===== src/rtl/sym_src_gen.sv =====
// 4-ASK transmit symbol source: sample/symbol clock enables, PRBS or test pattern symbols,
// and the transmitted dibit for the BER checker.
module sym_src_gen #(
    parameter int          CLK_DIV = 4,
    parameter logic [21:0] SEED    = 22'h3FFFFF
) (
    input  logic               clk,
    input  logic               reset,
    input  logic [1:0]         mode,
    input  logic               run,
    output logic               sam_clk_en,
    output logic               sym_clk_en,
    output logic signed [17:0] sym_out,
    output logic [1:0]         dibit_out
);

    localparam int CW = (CLK_DIV > 1) ? $clog2(CLK_DIV) : 1;
    localparam logic [CW-1:0] CNT_LAST = CW'(CLK_DIV - 1);

    localparam logic signed [17:0] SYM_P2 = 18'sd98304;
    localparam logic signed [17:0] SYM_P1 = 18'sd32768;
    localparam logic signed [17:0] SYM_N1 = -18'sd32768;
    localparam logic signed [17:0] SYM_N2 = -18'sd98304;

    localparam logic [1:0] MODE_PRBS  = 2'd0;
    localparam logic [1:0] MODE_IMP   = 2'd1;
    localparam logic [1:0] MODE_CONST = 2'd2;
    localparam logic [1:0] MODE_ALT   = 2'd3;

    logic [CW-1:0]      r_clk_cnt;
    logic [1:0]         r_sam_cnt;
    logic [21:0]        r_lfsr;
    logic               r_imp_done;

    logic               w_cnt_last;
    logic               w_f1;
    logic               w_f2;
    logic [21:0]        w_lfsr_nxt;
    logic               w_imp_nxt;
    logic signed [17:0] w_sym_nxt;
    logic [1:0]         w_dibit_nxt;

    assign w_cnt_last = (r_clk_cnt == CNT_LAST);

    // Two Fibonacci steps of x^22+x^21+1 unrolled; the second feedback uses the shifted state.
    assign w_f1 = r_lfsr[21] ^ r_lfsr[20];
    assign w_f2 = r_lfsr[20] ^ r_lfsr[19];

    function automatic logic signed [17:0] gray_map(input logic [1:0] d);
        logic signed [17:0] s;
        case (d)
            2'b00:   s = SYM_N2;
            2'b01:   s = SYM_N1;
            2'b11:   s = SYM_P1;
            default: s = SYM_P2;
        endcase
        return s;
    endfunction

    always_ff @(posedge clk or negedge reset) begin
        if (!reset) begin
            r_clk_cnt  <= '0;
            r_sam_cnt  <= 2'd0;
            sam_clk_en <= 1'b0;
            sym_clk_en <= 1'b0;
        end else begin
            r_clk_cnt  <= w_cnt_last ? '0 : r_clk_cnt + 1'b1;
            if (w_cnt_last) begin
                r_sam_cnt <= r_sam_cnt + 2'd1;
            end
            sam_clk_en <= w_cnt_last;
            // Symbol pulse rides on sample 0, so the very first sample pulse is also a symbol pulse.
            sym_clk_en <= w_cnt_last && (r_sam_cnt == 2'd0);
        end
    end

    always_comb begin
        w_sym_nxt   = '0;
        w_dibit_nxt = 2'b00;
        w_lfsr_nxt  = r_lfsr;
        w_imp_nxt   = r_imp_done && (mode == MODE_IMP);
        if (run) begin
            case (mode)
                MODE_PRBS: begin
                    w_dibit_nxt = {w_f1, w_f2};
                    w_lfsr_nxt  = {r_lfsr[19:0], w_f1, w_f2};
                    w_sym_nxt   = gray_map({w_f1, w_f2});
                end
                MODE_IMP: begin
                    w_sym_nxt = r_imp_done ? 18'sd0 : SYM_P2;
                    w_imp_nxt = 1'b1;
                end
                MODE_CONST: begin
                    w_sym_nxt = SYM_P1;
                end
                MODE_ALT: begin
                    w_sym_nxt = (sym_out == SYM_P2) ? SYM_N2 : SYM_P2;
                end
                default: begin
                    w_sym_nxt = '0;
                end
            endcase
        end
    end

    always_ff @(posedge clk or negedge reset) begin
        if (!reset) begin
            r_lfsr     <= SEED;
            r_imp_done <= 1'b0;
            sym_out    <= '0;
            dibit_out  <= 2'b00;
        end else if (sym_clk_en) begin
            r_lfsr     <= w_lfsr_nxt;
            r_imp_done <= w_imp_nxt;
            sym_out    <= w_sym_nxt;
            dibit_out  <= w_dibit_nxt;
        end
    end

endmodule

===== config.mk =====
export PLATFORM = sky130hd
export DESIGN_NAME = sym_src_gen
export DESIGN_NICKNAME = d
export VERILOG_FILES = /design/src/rtl/sym_src_gen.sv
export SDC_FILE = /design/constraint.sdc
export NUM_CORES = 1
export LEC_CHECK = 0
export CORE_MARGIN = 10
export CORE_UTILIZATION = 41
export CTS_BUF_LIST = sky130_fd_sc_hd__clkbuf_4 sky130_fd_sc_hd__clkbuf_8
export DETAILED_ROUTE_END_ITERATION = 7
export PLACE_DENSITY = 0.75
export SETUP_SLACK_MARGIN = 0.5
export SLEW_MARGIN = 10
export SYNTH_ARGS = -nofsm -noshare
export SYNTH_HDL_FRONTEND = slang
export SYNTH_SLANG_ARGS = --single-unit

===== constraint.sdc =====
create_clock -name clk -period 1.2 [get_ports clk]
set_input_delay 0.18 -clock clk [delete_from_list [all_inputs] [get_ports clk]]
set_output_delay 0.18 -clock clk [all_outputs]
set_load 0.005 [all_outputs]

After elaboration in Yosys (flattened, before gate mapping)
Index checks and enable logic that the tools add are counted.
{"block": "totals", "reg_bits": 49, "input_bits": 5, "out_inout_bits": 22, "elab_cells": 35}
{"block": "op_classes", "addsub": 2, "eq_ne": 7, "n_mux": 10, "bitwise": 2, "n_reduce_logical": 6}
{"op": "18-bit one-hot mux with 4 select lines", "n": 1}
{"op": "18-bit one-hot mux with 3 select lines", "n": 1}
{"op": "18-bit two-way mux", "n": 2}
{"op": "18-bit equality test, second input constant", "n": 1}
{"op": "17-bit two-way mux", "n": 1}
{"op": "2-bit equality test, second input constant", "n": 4}
{"op": "2-bit zero test", "n": 3}
{"op": "2-bit two-way mux", "n": 3}
{"op": "2-bit by 1-bit adder with 2-bit output, second input constant", "n": 2}
{"op": "2-bit by 1-bit equality test with 1-bit output, second input constant", "n": 2}
{"op": "3-bit AND reduction", "n": 1}
{"op": "1-bit logical AND", "n": 2}
{"op": "1-bit two-way mux", "n": 2}
{"op": "1-bit XOR", "n": 2}

Depth between registers and ports, before layout
{"block": "logic_depth", "depth_word": 5, "depth_mapped": 5, "mapped_depth_nobuf": 4}

Least setup slack after synthesis
No wires, ideal clock.
{"block": "synth_timing", "path_type": "flip-flop to flip-flop", "from": "register sym_clk_en", "to": "register r_lfsr[15]", "setup_ps": 82, "t_arrival_ps": 1138, "required_ps": 1118, "setup_slack_ps": -20, "path_stages_with_launch": 5, "n_path_buf": 2, "synth_period_minus_slack_ps": 1220, "cell_sequence": "dfrtp_1 > and4bb_1 > buf_6 > buf_12 > mux2_4"}
{"block": "synth_between", "elab_chain_cells": 1}
{"element": "from (decl)", "line_no": "12", "text": "output logic sym_clk_en,"}
{"element": "from (signal assigned)", "line_no": "73", "text": "sym_clk_en <= w_cnt_last && (r_sam_cnt == 2'd0);"}
{"element": "3-bit AND reduction (no source line)"}
{"element": "to (signal assigned)", "line_no": "113", "text": "r_lfsr <= w_lfsr_nxt;"}
{"element": "to (decl)", "line_no": "32", "text": "logic [21:0] r_lfsr;"}
No other way between the ends.
A chain may end at the register's enable or synchronous reset.

Worst setup path after layout
{"block": "layout_timing", "from": "register sym_clk_en", "to": "register r_lfsr[8]"}
Same word-level chain as after synthesis.

==> reports/qor.yml <==
floorplanning:
  coreArea_sq_um: 3690
  initial_utilization: 0.426
  ios: 27
  die_height_um: 81.9
  die_area_sq_um: 6710
  die_w_um: 81.9
  num_rows: 22
setup_path:
  worstSetupPathType: "reg2reg"
  critPathLaunch: "sym_clk_en"
  reg2reg_slack_ns: -0.05
  r2r-end: "r_lfsr[8]"
  crit_end: "r_lfsr[8]"
  path_max_fanout: 5
  critPathRequiredTime_ns: 1.42
  cp-start-kind: "register"
  cp.arrival_ns: 1.47
  worstSetupEndpointType: "register"
  ff2ff_path_depth: 4
  rr_startpoint: "sym_clk_en"
pwr:
  ir_drop_mv: 1.12
  pwr-share-seq: 0.465
  p_leak_uw: 0.00101
  p_clk_frac: 0.488
  switching_share: 0.196
  pwr-share-comb: 0.047
  p_sw_uw: 503
  p_per_area_nw_per_um2: 1210
  power.internal_uw: 2070
clock_network:
  cts.clk_slew.worst_paths_ns: 0.07
  clkSinkCount: 34
  root_buffer: "clkbuf_8"
  hold_buffers: 0
  h-tree-depth: 2
  cts_tree: "done"
  cts_made_buffers: 5
  cts.path.max_buffers: 2
  insertion_delay_ns: 0.29
place:
  port_buffers: 11
  dp_hpwl_um: 1660
  place_inst: 177
  place_congestion: 0.683
logic_synthesis:
  synth_seq_cells: 34
  syn_inst: 115
  synth_edf_count: 0
  syn_avg_cell_area_sq_um: 13.7
  synth.distinct_cells: 26
  synthArstFlopShare: 1.00
  synth-seq-area-share: 0.558
  netlist_area_sq_um: 1570
  synth_warnings: 0
  ys.flop_type: "dfstp_2"
routing:
  wl_um: 2820
  route.vias.total: 908
  drtPass1Iterations: 4
  avgViaCountPerCell: 4.50
  drcViolationCount: 0
  drt_iter0_drc: 57
  post_drt_wl_per_cell_um: 14.0
  ant_nets: 0
global_route:
  grt_pass1_wl_um: 4630
  grt_pass1_vias: 948
  grt_antenna_before_repair: 0
  gr-total-overflow: 0
  grtUsageTotal: 0.0915
  grt_max_degree: 35
sta:
  setup_viol: 19
  clock_skew_ns: 0.00815
  post-route-min-period_ns: 1.25
  rsz0062_at_grt: "true"
  hold_violations: 0
  final.setup.worst_slack_ns: -0.0487
  drv_slew: 0
  finalCritPeriodShare: 1.04
  fmax_mhz: 801
  tns_ns: -0.421
outcome:
  violations: "setup timing"
  outcome: "complete, but fails checks"
hold_path:
  min_path_type: "in2async"
final_layout:
  diodes: 0
  finalNonFillerCells: 202
  fillCellCount: 281
  drive_gt1_frac: 0.662
  nets: 160
  syn2layout_area_growth_pct: 34.7
flow_run:
  max_cap_viol_count: 0
[power groups by stage]
stage,logic (uW),clock network [uW],registers (uW)
floorplan,81.5,0,1210
global placement,115,0,1210
detailed placement,118,0,1210
CTS,118,1290,1190
global route,136,1330,1200
finish,121,1260,1190
[worst max-delay path, cell delays in order (launching register included)]
cell	delay, ns
dfrtp_1	0.35
and4bb_4	0.31
buf_16	0.13
buf_8	0.11
mux2_4	0.29
[sequential cells by signal, summed over array words and instances (netlist names)]
register and cells:
r_lfsr 22, dibit_out 2, r_imp_done 1, r_clk_cnt 2, sam_clk_en 1, sym_clk_en 1, r_sam_cnt 2, sym_out 3
[kinds of logic after synthesis]
logic type / after synthesis / synth area share
buffers and inverters: 28 / 0.123
DFF: 34 / 0.558
AOI/OAI and AO/OA: 15 / 0.0557
adders and majority gates: 2 / 0.0159
other: 1 / 0.00238
and+or+nand+nor: 11 / 0.0414
xor gates and xnor gates: 4 / 0.0223
muxes: 20 / 0.181
[through the flow]
step	total power [uW]	hold WS, ns	area, sq um	setup slack, ns	utilization
final	2570	0.251	2120	-0.0487	0.574
after global placement	1330	0.455	1730	-0.354	0.470
after global routing	2670	0.270	2120	-0.109	0.574
after detailed placement	1330	0.463	1730	-0.377	0.470
after CTS	2600	0.240	2060	-0.0280	0.560
after floorplan	1290	-0.116	1640	-0.00749	-
[worst min path at each step]
stage	startpoint	end	slack (ns)	depth (start not counted)
detailed placement	r_sam_cnt[0]	r_sam_cnt[0]	0.46	1
finish	reset	sym_out[15]	0.25	2
CTS	reset	sym_out[15]	0.24	2
floorplan	reset	dibit_out[0]	-0.12	0
global route	reset	r_clk_cnt[0]	0.27	2
global placement	r_sam_cnt[0]	r_sam_cnt[0]	0.46	1
[metal layers]
layer	vias up	routed length, um	global-route usage
met4	0	75	0.0697
met3	6	180	0.0415
met2	19	1420	0.132
li1	429	-	-
met5	-	0	0
met1	454	1140	0.103
[cell usage after synthesis (2+ instances only)]
cell type / count / area, sq um
a21oi_1: 3 / 15.0
buf_4: 15 / 113
buf_6: 2 / 22.5
dfrtp_1: 12 / 300
dfstp_2: 22 / 578
ha_1: 2 / 25.0
inv_1: 9 / 33.8
mux2_2: 4 / 45.0
mux2_4: 16 / 240
nand2_1: 4 / 15.0
o211ai_1: 2 / 15.0
o21ai_0: 6 / 30.0
o22ai_1: 2 / 12.5
xor2_1: 4 / 35.0
[cell type report]
class                           instances  area (sq um)  share of cell area
Sequential cell                        34           878               0.415
Multi-Input combinational cell         67           669               0.316
Timing Repair Buffer                   36           339               0.160
Clock buffer                            5          68.8              0.0325
Clock inverter                          3          68.8              0.0325
Tap cell                               48          60.1              0.0284
Inverter                                9          33.8              0.0159
[cell usage in the layout (no fill, tap or decap), drive strengths merged, types with 3 or more instances in the layout]
cell type,instances
buf,32
conb,15
o21ai,6
nand2,4
a21oi,3
xor2,4
dfrtp,12
mux2,20
dfstp,22
dlygate4sd2,3
inv,9
clkbuf,5
[repair_timing]
| item | in CTS | in global routing |
|---|---|---|
| pin swaps | 4 | 1 |
| endpoints found under the setup margin | 41 | 41 |
| resized for setup | 58 | 9 |
| endpoints found under the hold margin | 0 | 0 |
| buffers inserted | 13 | 2 |
| gates cloned | 2 | 0 |
Power figures use the tool's default switching activity.
